## src/rtl/mc_datapath_p.sv

```systemverilog
// Multi-cycle MIPS-subset datapath: PC, IR, MDR, A/B, ALUOut, regfile and ALU; MCDP_OVF_TRAP_EN adds an overflow trap with EPC.
// Latency: state updates on each enabled rising edge; zero/overflow/M_addr are combinational from current state and controls.
// Backpressure: MIO_ready=0 freezes every state element, including the regfile; reset still wins.
module mc_datapath_p #(
    parameter int                DATA_W   = 32,
    parameter int                REG_AW   = 5,
    parameter logic [DATA_W-1:0] PC_RESET = '0,
    parameter logic [DATA_W-1:0] TRAP_VEC = 'h80
) (
    input  logic              clk,
    input  logic              reset,
    input  logic              MIO_ready,
    input  logic              IorD,
    input  logic              IRWrite,
    input  logic [1:0]        RegDst,
    input  logic              RegWrite,
    input  logic [1:0]        MemtoReg,
    input  logic              ALUSrcA,
    input  logic [1:0]        ALUSrcB,
    input  logic [1:0]        PCSource,
    input  logic              PCWrite,
    input  logic              PCWriteCond,
    input  logic              Branch,
    input  logic              BranchNE,
    input  logic              OvfChk,
    input  logic [2:0]        ALU_operation,
    input  logic [DATA_W-1:0] data2CPU,
    output logic [DATA_W-1:0] PC_Current,
    output logic [DATA_W-1:0] M_addr,
    output logic [31:0]       Inst,
    output logic [DATA_W-1:0] data_out,
    output logic              zero,
    output logic              overflow,
    output logic              trap
);

    localparam int NREG = 1 << REG_AW;
    localparam int SHW  = (DATA_W == 64) ? 6 : 5;

    logic [DATA_W-1:0] pc, mdr, a_lat, b_lat, alu_out;
    logic [31:0]       ir;
    logic [DATA_W-1:0] regs [NREG];

    logic [REG_AW-1:0] rs_idx, rt_idx, rd_idx, wr_idx;
    logic [DATA_W-1:0] rs_dat, rt_dat, wr_dat;
    logic [DATA_W-1:0] imm_sext, lui_val, jump_addr, pc_next;
    logic [DATA_W-1:0] alu_a, alu_b, alu_res, add_sum, sub_dif;
    logic              pc_ld, trap_fire;

    assign rs_idx = ir[21 +: REG_AW];
    assign rt_idx = ir[16 +: REG_AW];
    assign rd_idx = ir[11 +: REG_AW];
    assign rs_dat = (rs_idx == '0) ? '0 : regs[rs_idx];
    assign rt_dat = (rt_idx == '0) ? '0 : regs[rt_idx];

    assign imm_sext = DATA_W'($signed(ir[15:0]));
    assign lui_val  = DATA_W'($signed({ir[15:0], 16'b0}));

    always_comb begin
        jump_addr       = pc;
        jump_addr[27:0] = {ir[25:0], 2'b00};
    end

    assign alu_a   = ALUSrcA ? a_lat : pc;
    assign add_sum = alu_a + alu_b;
    assign sub_dif = alu_a - alu_b;

    always_comb begin
        alu_b = b_lat;
        case (ALUSrcB)
            2'd0:    alu_b = b_lat;
            2'd1:    alu_b = DATA_W'(4);
            2'd2:    alu_b = imm_sext;
            default: alu_b = imm_sext << 2;
        endcase
    end

    always_comb begin
        alu_res  = '0;
        overflow = 1'b0;
        case (ALU_operation)
            3'b000: alu_res = alu_a & alu_b;
            3'b001: alu_res = alu_a | alu_b;
            3'b010: begin
                alu_res  = add_sum;
                overflow = (alu_a[DATA_W-1] == alu_b[DATA_W-1]) &&
                           (add_sum[DATA_W-1] != alu_a[DATA_W-1]);
            end
            3'b110: begin
                alu_res  = sub_dif;
                overflow = (alu_a[DATA_W-1] != alu_b[DATA_W-1]) &&
                           (sub_dif[DATA_W-1] != alu_a[DATA_W-1]);
            end
            3'b111:  alu_res = {{(DATA_W-1){1'b0}}, ($signed(alu_a) < $signed(alu_b))};
            3'b100:  alu_res = ~(alu_a | alu_b);
            3'b101:  alu_res = alu_b >> alu_a[SHW-1:0];
            default: alu_res = alu_a ^ alu_b;
        endcase
    end

    assign zero = (alu_res == '0);

    always_comb begin
        pc_next = alu_res;
        case (PCSource)
            2'd0:    pc_next = alu_res;
            2'd1:    pc_next = alu_out;
            2'd2:    pc_next = jump_addr;
            default: pc_next = a_lat;
        endcase
    end

    assign pc_ld = PCWrite | (PCWriteCond & Branch & (zero ^ BranchNE));

    // RegDst=3 is treated like rt so the write address is always defined.
    always_comb begin
        wr_idx = rt_idx;
        case (RegDst)
            2'd1:    wr_idx = rd_idx;
            2'd2:    wr_idx = '1;
            default: wr_idx = rt_idx;
        endcase
    end

    always_comb begin
        wr_dat = alu_out;
        case (MemtoReg)
            2'd0:    wr_dat = alu_out;
            2'd1:    wr_dat = mdr;
            2'd2:    wr_dat = lui_val;
            default: wr_dat = pc;
        endcase
    end

`ifdef MCDP_OVF_TRAP_EN
    logic [DATA_W-1:0] epc;
    logic              trap_q;

    assign trap_fire = OvfChk & overflow & RegWrite;
    assign trap      = trap_q;

    always_ff @(posedge clk) begin
        if (reset) begin
            epc    <= '0;
            trap_q <= 1'b0;
        end else begin
            trap_q <= MIO_ready & trap_fire;
            if (MIO_ready && trap_fire)
                epc <= pc - DATA_W'(4);
        end
    end
`else
    wire unused_ovf_chk = OvfChk;

    assign trap_fire = 1'b0;
    assign trap      = 1'b0;
`endif

    always_ff @(posedge clk) begin
        if (reset) begin
            pc      <= PC_RESET;
            ir      <= '0;
            mdr     <= '0;
            a_lat   <= '0;
            b_lat   <= '0;
            alu_out <= '0;
        end else if (MIO_ready) begin
            mdr     <= data2CPU;
            a_lat   <= rs_dat;
            b_lat   <= rt_dat;
            alu_out <= alu_res;
            if (IRWrite)
                ir <= data2CPU[31:0];
            if (trap_fire)
                pc <= TRAP_VEC;
            else if (pc_ld)
                pc <= pc_next;
        end
    end

    // No write bypass: a same-cycle read sees the old value.
    always_ff @(posedge clk) begin
        if (reset) begin
            for (int i = 0; i < NREG; i++)
                regs[i] <= '0;
        end else if (MIO_ready && RegWrite && !trap_fire && (wr_idx != '0)) begin
            regs[wr_idx] <= wr_dat;
        end
    end

    assign PC_Current = pc;
    assign M_addr     = IorD ? alu_out : pc;
    assign Inst       = ir;
    assign data_out   = b_lat;

endmodule
```

## config.mk

```make
export PLATFORM = sky130hd
export DESIGN_NAME = mc_datapath_p
export DESIGN_NICKNAME = d
export VERILOG_FILES = /design/src/rtl/mc_datapath_p.sv
export SDC_FILE = /design/constraint.sdc
export NUM_CORES = 2
export LEC_CHECK = 0
export ABC_AREA = 1
export ABC_CLOCK_PERIOD_IN_PS = 6350
export BUFFER_PORTS_ARGS = -buffer_cell sky130_fd_sc_hd__buf_2
export CAP_MARGIN = 20
export CORE_ASPECT_RATIO = 0.7
export CORE_MARGIN = 1
export CORE_UTILIZATION = 25
export CTS_CLUSTER_SIZE = 8
export DETAILED_ROUTE_END_ITERATION = 16
export PLACE_DENSITY = 0.49
export SYNTH_ARGS = -nofsm -noshare
export SYNTH_HDL_FRONTEND = slang
export SYNTH_SLANG_ARGS = --single-unit
```

## constraint.sdc

```tcl
create_clock -name clk -period 6.35 [get_ports clk]
set_input_delay 0.635 -clock clk [delete_from_list [all_inputs] [get_ports clk]]
set_output_delay 0.635 -clock clk [all_outputs]
set_load 0.05 [all_outputs]
```

=== After elaboration in Yosys (flattened, before gate mapping) ===
Memory sizes are Yosys's and may differ from the RTL's. A register that Yosys moved wholly into a read port is not among the register bits.
Index checks and enable logic that the tools add are counted.

* Bits in registers: 192
* Bits in writable memories: 1,024
* Bits of input ports: 55
* Output and inout port bits: 131
* Logic and storage cells: 77
* Memories: 1

{| class="wikitable"
|+ Memory list
! name !! depth !! bits a word !! read ports !! clocked after memory_dff !! wr ports !! line !! source
|-
| regs || 32 || 32 || 2 || 2 || 32 || 42 || <nowiki>logic [DATA_W-1:0] regs [NREG];</nowiki>
|}

* Add/subtract/negate cells: 2
* $lt $le $gt $ge: 1
* Equality and inequality tests: 18
* Shifts and indexed selects: 1
* Mux-type cells: 22
* Bitwise operators: 9
* Reductions and logical operators: 16

{| class="wikitable"
|+ Operator list
! kind !! number
|-
| case mux 32 bit (3 select lines) || 3
|-
| case mux 32 bit (7 select lines) || 1
|-
| two-way mux 32 bit || 5
|-
| adder 32 bit || 1
|-
| bitwise AND 32 bit || 1
|-
| logical NOT 32 bit || 1
|-
| less-than comparator 32 bit || 1
|-
| inverter 32 bit || 1
|-
| OR 32 bit || 1
|-
| OR reduction 32 bit || 1
|-
| right shift 32 x 5 -> 32 bit || 1
|-
| subtractor 32 bit || 1
|-
| bitwise XOR 32 bit || 1
|-
| two-way mux 5 bit || 5
|-
| == test 3 bit, second input constant || 4
|-
| logical NOT 5 bit || 2
|-
| case mux 5 bit (2 select lines) || 1
|-
| == test 2 x 1 -> 1 bit, second input constant || 4
|-
| == test 2 bit, second input constant || 4
|-
| logical NOT 2 bit || 3
|-
| two-way mux 1 bit || 6
|-
| nonzero test 5 bit || 1
|-
| logical AND 1 bit || 4
|-
| AND reduction 2 bit || 2
|-
| 11 further kinds || 14
|}

=== Logic depth before layout (Yosys ltp) ===
* Word-level depth: 10
* Depth in mapped cells: 35
* Mapped depth without buffers: 32

=== Least setup slack after synthesis ===
No wires, ideal clock.

* Path type: input port to output port
* From: input ALUSrcA
* To: output zero
* Data arrival time: 3,714 ps
* Data required time: 5,715 ps
* Setup slack: 2,001 ps
* Stages on the path: 24
* Buffers on the path: 4
* Path through: buf_2 > buf_2 > buf_1 > nand2_1 > o21ai_0 > ha_1 > clkbuf_1 > nand2_1 > inv_1 > nand2_1 > nand2_1 > nand3b_1 > or2_2 > nand3_1 > nand2_1 > nor2_1 > nand2_1 > o21ai_1 > nand2_1 > inv_2 > nand2_1 > nor2_1 > nand3_1 > inv_1

* Word-level cells in the longest chain between the ends: 5
* Elaborated cells between the ends (all ways): 11
* Classes of those cells: add/sub (2); order compare (1); shift (1); mux (2); bitwise (4); reduce/logical (1)

{| class="wikitable"
|+ RTL lines
! what !! line !! source
|-
| from (decl) || 18 || <nowiki>input logic ALUSrcA,</nowiki>
|-
| two-way mux 32 bit (*) || 64 || <nowiki>assign alu_a = ALUSrcA ? a_lat : pc;</nowiki>
|-
| parallel branches: the longest is 2 deep, another holds subtractor 32 bit || - ||
|-
| case mux 32 bit (7 select lines) (*) || 81 || <nowiki>case (ALU_operation)</nowiki>
|-
| logical NOT 32 bit (*) || 101 || <nowiki>assign zero = (alu_res == '0);</nowiki>
|-
| to (decl) || 32 || <nowiki>output logic zero,</nowiki>
|}

Mark *: on every way between the ends.

=== Worst setup path after layout ===
* From: register ir[2] (netlist: Inst[2])
* To: output zero

* Word-level cells in the longest chain between the ends: 5
* Elaborated cells between the ends (all ways): 11
* Classes of those cells: add/sub (2); order compare (1); shift (1); mux (2); bitwise (4); reduce/logical (1)

{| class="wikitable"
|+ RTL lines
! what !! line !! source
|-
| from (decl) || 41 || <nowiki>logic [31:0] ir;</nowiki>
|-
| from (signal assigned) || 173 || <nowiki>ir <= data2CPU[31:0];</nowiki>
|-
| case mux 32 bit (3 select lines) (*) || 70 || <nowiki>case (ALUSrcB)</nowiki>
|-
| parallel branches: the longest is 2 deep, another holds subtractor 32 bit || - ||
|-
| case mux 32 bit (7 select lines) (*) || 81 ||
|-
| logical NOT 32 bit (*) || 101 ||
|}

Marks and branches as above.

==> impl_summary.md <==
Logic synthesis
The top flip-flop cell by instance count after synthesis is sky130_fd_sc_hd__edfxtp_1. The count of state elements after synthesis is 1226. Counting distinct cell types in the post-synthesis netlist gives 55. The post-synthesis instance area is 0.07151 mm2. The count of flip-flops with a built-in enable after synthesis is 1024. The mean cell area of the mapped netlist is 8.284 um2. Synthesis produced a netlist whose cell count is approximately 8600. The proportion of synthesized flip-flops having asynchronous set or reset is 0.

The count of synthesis-stage warnings from yosys is 0. The proportion of synthesized chip area in sequential cells is 0.4865.

Cells and area
The layout has 29890 filler cells. In the final layout, the multi-input gates occupy 0.03265 mm2. After the last flow step, the layout net total stands at 8729.

The core utilization of the finished layout is 0.2913. The share of final-layout standard cells stronger than drive strength 1 is 0.09893. The finished cells cover 0.08247 mm2. The area occupied by registers is 0.03483 mm2. The area growth from synthesis to layout is 15.31%.

STA
For the pin with the worst max-slew slack, the measured transition is 1217 ps. The worst hold-check slack is just over 70 ps. In the finished design, the share of the clock period the worst path needs comes to 0.9691.

Setup repair after global routing left no endpoint under its margin. The final setup violation count is 0. For the finished layout, the period the worst path requires is 6154 ps. Adding up every negative setup slack in the final design gives 0 ps. The worst slew margin relative to its limit is 0.1885. The clock arrives with 48.85 ps of skew. The total count of max-transition violations in the final report is 0.

Based on the critical path, the design can be clocked at up to 162.5 MHz. The number of hold-slack violations in the final timing report is 0.

Pwr
The power per cell area is between 200 and 300 mW/mm2. The share of power burned in combinational logic is 0.204. VDD sags by at most 0.2111 mV.

Of the total power, registers draw 0.411. The internal cell power is 15.38 mW. The share of power burned in the clock network is 0.385. Of the total power, the share spent switching nets is 0.3258. Summing internal, switching and leakage power gives approximately 23 mW. In this run the static leakage power is 29.50 nW. The net load switching power is 7.436 mW.

Clocking
CTS saw 1226 sinks. At the later pin of the worst-skew pair, clock insertion delay measures 830 ps. The clock-pin slew on the worst setup and hold paths is approximately 60 ps. The longest clock path from root to sink contains 4 buffers. The number of H-tree levels is 4. The total CTS buffers is between 150 and 200. The tree is rooted in a sky130_fd_sc_hd__clkbuf_16.

The count of hold-fix buffers inserted at cts is 0. The TritonCTS clock tree is done.

Global routing
Entering global routing, the biggest net connects 193 pins. The via count of the first global-routing pass is about 63000. The first global-routing pass estimated 472300 um of wire. Across every metal layer, demand over resource in global routing totals 0.2241. Global routing finished with a remaining overflow of 0. The initial antenna violation count was 3.

Placement
The placer congestion estimate is 1.008. The number of buffers added on ports is 183. Summing all placed instances gives a cell area of around 0.077 mm2. The half-perimeter wire length after detailed placement is 232500 um.

Setup path
For the worst flop-to-flop path, the logic depth is 29. The number of logic stages on the critical path including buffering is 24. The required time of the worst setup path is 5710 ps. The critical path buffer and inverter count is 6. The slowest library cell on the worst path is sky130_fd_sc_hd__inv_1. Grouping stages by cell kind, the critical path spends the most delay in simple AND/OR/NAND/NOR gates. Data on the critical path arrives at its endpoint at 5520 ps. Traced cell by cell, the critical path runs through inv_1, nand2_1, nand3_1, ha_1, o21ai_0, inv_1, nand3_1, buf_4, nand2_1, nand2_1, nand2_1, nand3_1, nand2_1, nand3_1, nand3_1, nand2_1, nand2_1, nor2_1, nand2_1, nor2_1, buf_4, nand3_1, inv_1, buf_2. The worst setup path is captured at an output port.

The top fanout value on the critical path is 9. The element type at the critical path start is a flip-flop. In this design, the stage delay of the slowest critical-path cell is 450 ps.

The category of the critical setup timing path is reg -> out. The cell occurring most often along the worst timing path is sky130_fd_sc_hd__nand2_1.

Drt
The residual antenna-violating net count after detailed routing is 0. The first detailed-routing pass ran for 8 iterations. The routed wire length per instance is 27.11 um.

The via count is 68910. Using the TritonRoute via totals, the vias-per-cell ratio works out to 5.549. For this block, the routed nets add up to 336700 um of wire. For this run, design rule violations remaining after detail routing come to 0.

The DRC marker count from the first detailed-route iteration is 10190.

Floorplan
The placeable core region is 0.2831 mm2. The floorplan step defined a die boundary enclosing 0.2882 mm2. In this run the count of I/O pins placed on the die edge is 186. The die is 449.5 um tall. Row generation in the floorplan step produced roughly 160 rows.

From left edge to right edge, the die measures 641.3 um. The initial core utilization is 0.2526.

Min path
The worst hold path was traced through 3 stages. The worst min-delay path class is in -> reg.

Outcome
The flow ran to the end, and the final reports show no timing, DRC or antenna violations.

Job
The count of maximum capacitance violations is 0.
[area by class of cell]
cell class,instances,area share
Sequential cell,1226,0.4223
Multi-Input combinational cell,6244,0.3959
Tap cell,3795,0.05758
Clock buffer,226,0.05735
Timing Repair Buffer,505,0.04606
Inverter,414,0.01945
Clock inverter,7,0.001305
Antenna cell,1,0.00003034
[cell families (layout without fill, tap and decap cells)]
logic type,Yosys count,after routing,share of synthesized area
compound gates,1937,1937,0.1766
xor+xnor,2,2,0.0002450
fa+ha+maj,103,103,0.01823
buf+inv,1195,1152,0.06431
flops,1226,1226,0.4865
mux,256,256,0.03583
other cells,1,34,0.00005244
simple gates,3913,3913,0.2182
[power by group through the flow]
stage	Combinational, mW	Clock, mW	Sequential, mW
global placement	4.45	0	9.51
CTS	4.49	8.92	9.36
global route	4.91	9.24	9.41
detailed placement	4.48	0	9.52
floorplan	2.55	0	9.54
finish	4.66	8.78	9.38
[path summary, 6_finish.rpt]
| kind | startpoint | endpoint | slack (ps) |
|---|---|---|---|
| max | Inst[2]$_SDFFE_PP0P_ | zero | 200 |
| min | data2CPU[17] | mdr[17]$_SDFFE_PP0P_ | 70 |
| max reg2reg | Inst[2]$_SDFFE_PP0P_ | PC_Current[25]$_SDFFE_PP0P_ | 1040 |
| min reg2reg | mdr[31]$_SDFFE_PP0P_ | mdr[31]$_SDFFE_PP0P_ | 460 |
[through the flow]
step | cells | setup slack, ps
after floorplan | 8665 | 2001
after global placement | 12170 | 455.6
after detailed placement | 12170 | 517.6
after CTS | 12410 | 209.1
after global routing | 12420 | 14.79
final | 12420 | 196.1
[cells in the mapped netlist (10+ instances only)]
cell,number,area share
sky130_fd_sc_hd__inv_1,390,0.020
sky130_fd_sc_hd__a211oi_1,20,0.0021
sky130_fd_sc_hd__nor3_1,21,0.0015
sky130_fd_sc_hd__buf_1,36,0.0019
sky130_fd_sc_hd__ha_1,101,0.018
sky130_fd_sc_hd__a221oi_1,11,0.0013
sky130_fd_sc_hd__nand2_1,1736,0.091
sky130_fd_sc_hd__o211ai_1,260,0.027
sky130_fd_sc_hd__dfxtp_1,202,0.057
sky130_fd_sc_hd__nand3_1,567,0.040
sky130_fd_sc_hd__o221ai_1,290,0.036
sky130_fd_sc_hd__o22ai_1,35,0.0031
sky130_fd_sc_hd__clkinv_1,10,0.00052
sky130_fd_sc_hd__edfxtp_1,1024,0.43
sky130_fd_sc_hd__a21oi_1,528,0.037
sky130_fd_sc_hd__o21ai_1,14,0.00098
sky130_fd_sc_hd__nand4_1,31,0.0027
sky130_fd_sc_hd__o21ai_0,487,0.034
sky130_fd_sc_hd__clkbuf_1,685,0.036
sky130_fd_sc_hd__a32oi_1,256,0.031
sky130_fd_sc_hd__inv_2,14,0.00073
sky130_fd_sc_hd__mux2i_1,256,0.036
sky130_fd_sc_hd__buf_2,49,0.0034
sky130_fd_sc_hd__nor2_1,1525,0.080
[cell usage in the layout, fill, tap and decap left out, drive strengths merged, types with 2 or more instances in the layout]
master	n
a211oi	20
a21oi	529
a221oi	11
a22oi	4
a31oi	7
a32oi	256
and2	3
and3	2
buf	505
clkbuf	226
clkinv	13
clkinvlp	8
conb	33
dfxtp	202
edfxtp	1024
fa	2
ha	101
inv	400
mux2i	256
nand2	1739
nand3	568
nand3b	5
nand4	31
nor2	1528
nor3	22
nor3b	3
nor4	4
o2111ai	5
o211ai	260
o21a	2
o21ai	501
o21bai	8
o221ai	290
o22ai	35
o31ai	3
or2	8
xor2	2
[worst register-to-register path: cells and delay by family, from the launching register on]
kind	cells	cell delay, ps
flops	1	310
fa+ha+maj	1	420
buf+inv	5	1140
simple gates	22	2950
compound gates	1	380
[what timing repair did]
item	CTS	global route
endpoints found under the hold margin	0	0
setup buffers	0	9
gates resized for setup	0	15
endpoints found under the setup margin	0	1
[state kept, by name, summed over array words and instances (netlist names), named ones only]
signal	count
Inst	32
a_lat	32
data_out	32
alu_out	32
mdr	32
regs	1024
PC_Current	32
[per-layer routing]
| layer | share of wire | wire (um) | global-route usage |
|---|---|---|---|
| met1 | 0.46 | 155500 | 0.3445 |
| met3 | 0.12 | 40620 | 0.06122 |
| met2 | 0.39 | 130300 | 0.2980 |
| met4 | 0.030 | 10110 | 0.06376 |
| met5 | 0.00048 | 160 | 0.003663 |
(Power assumes the default switching activity.)
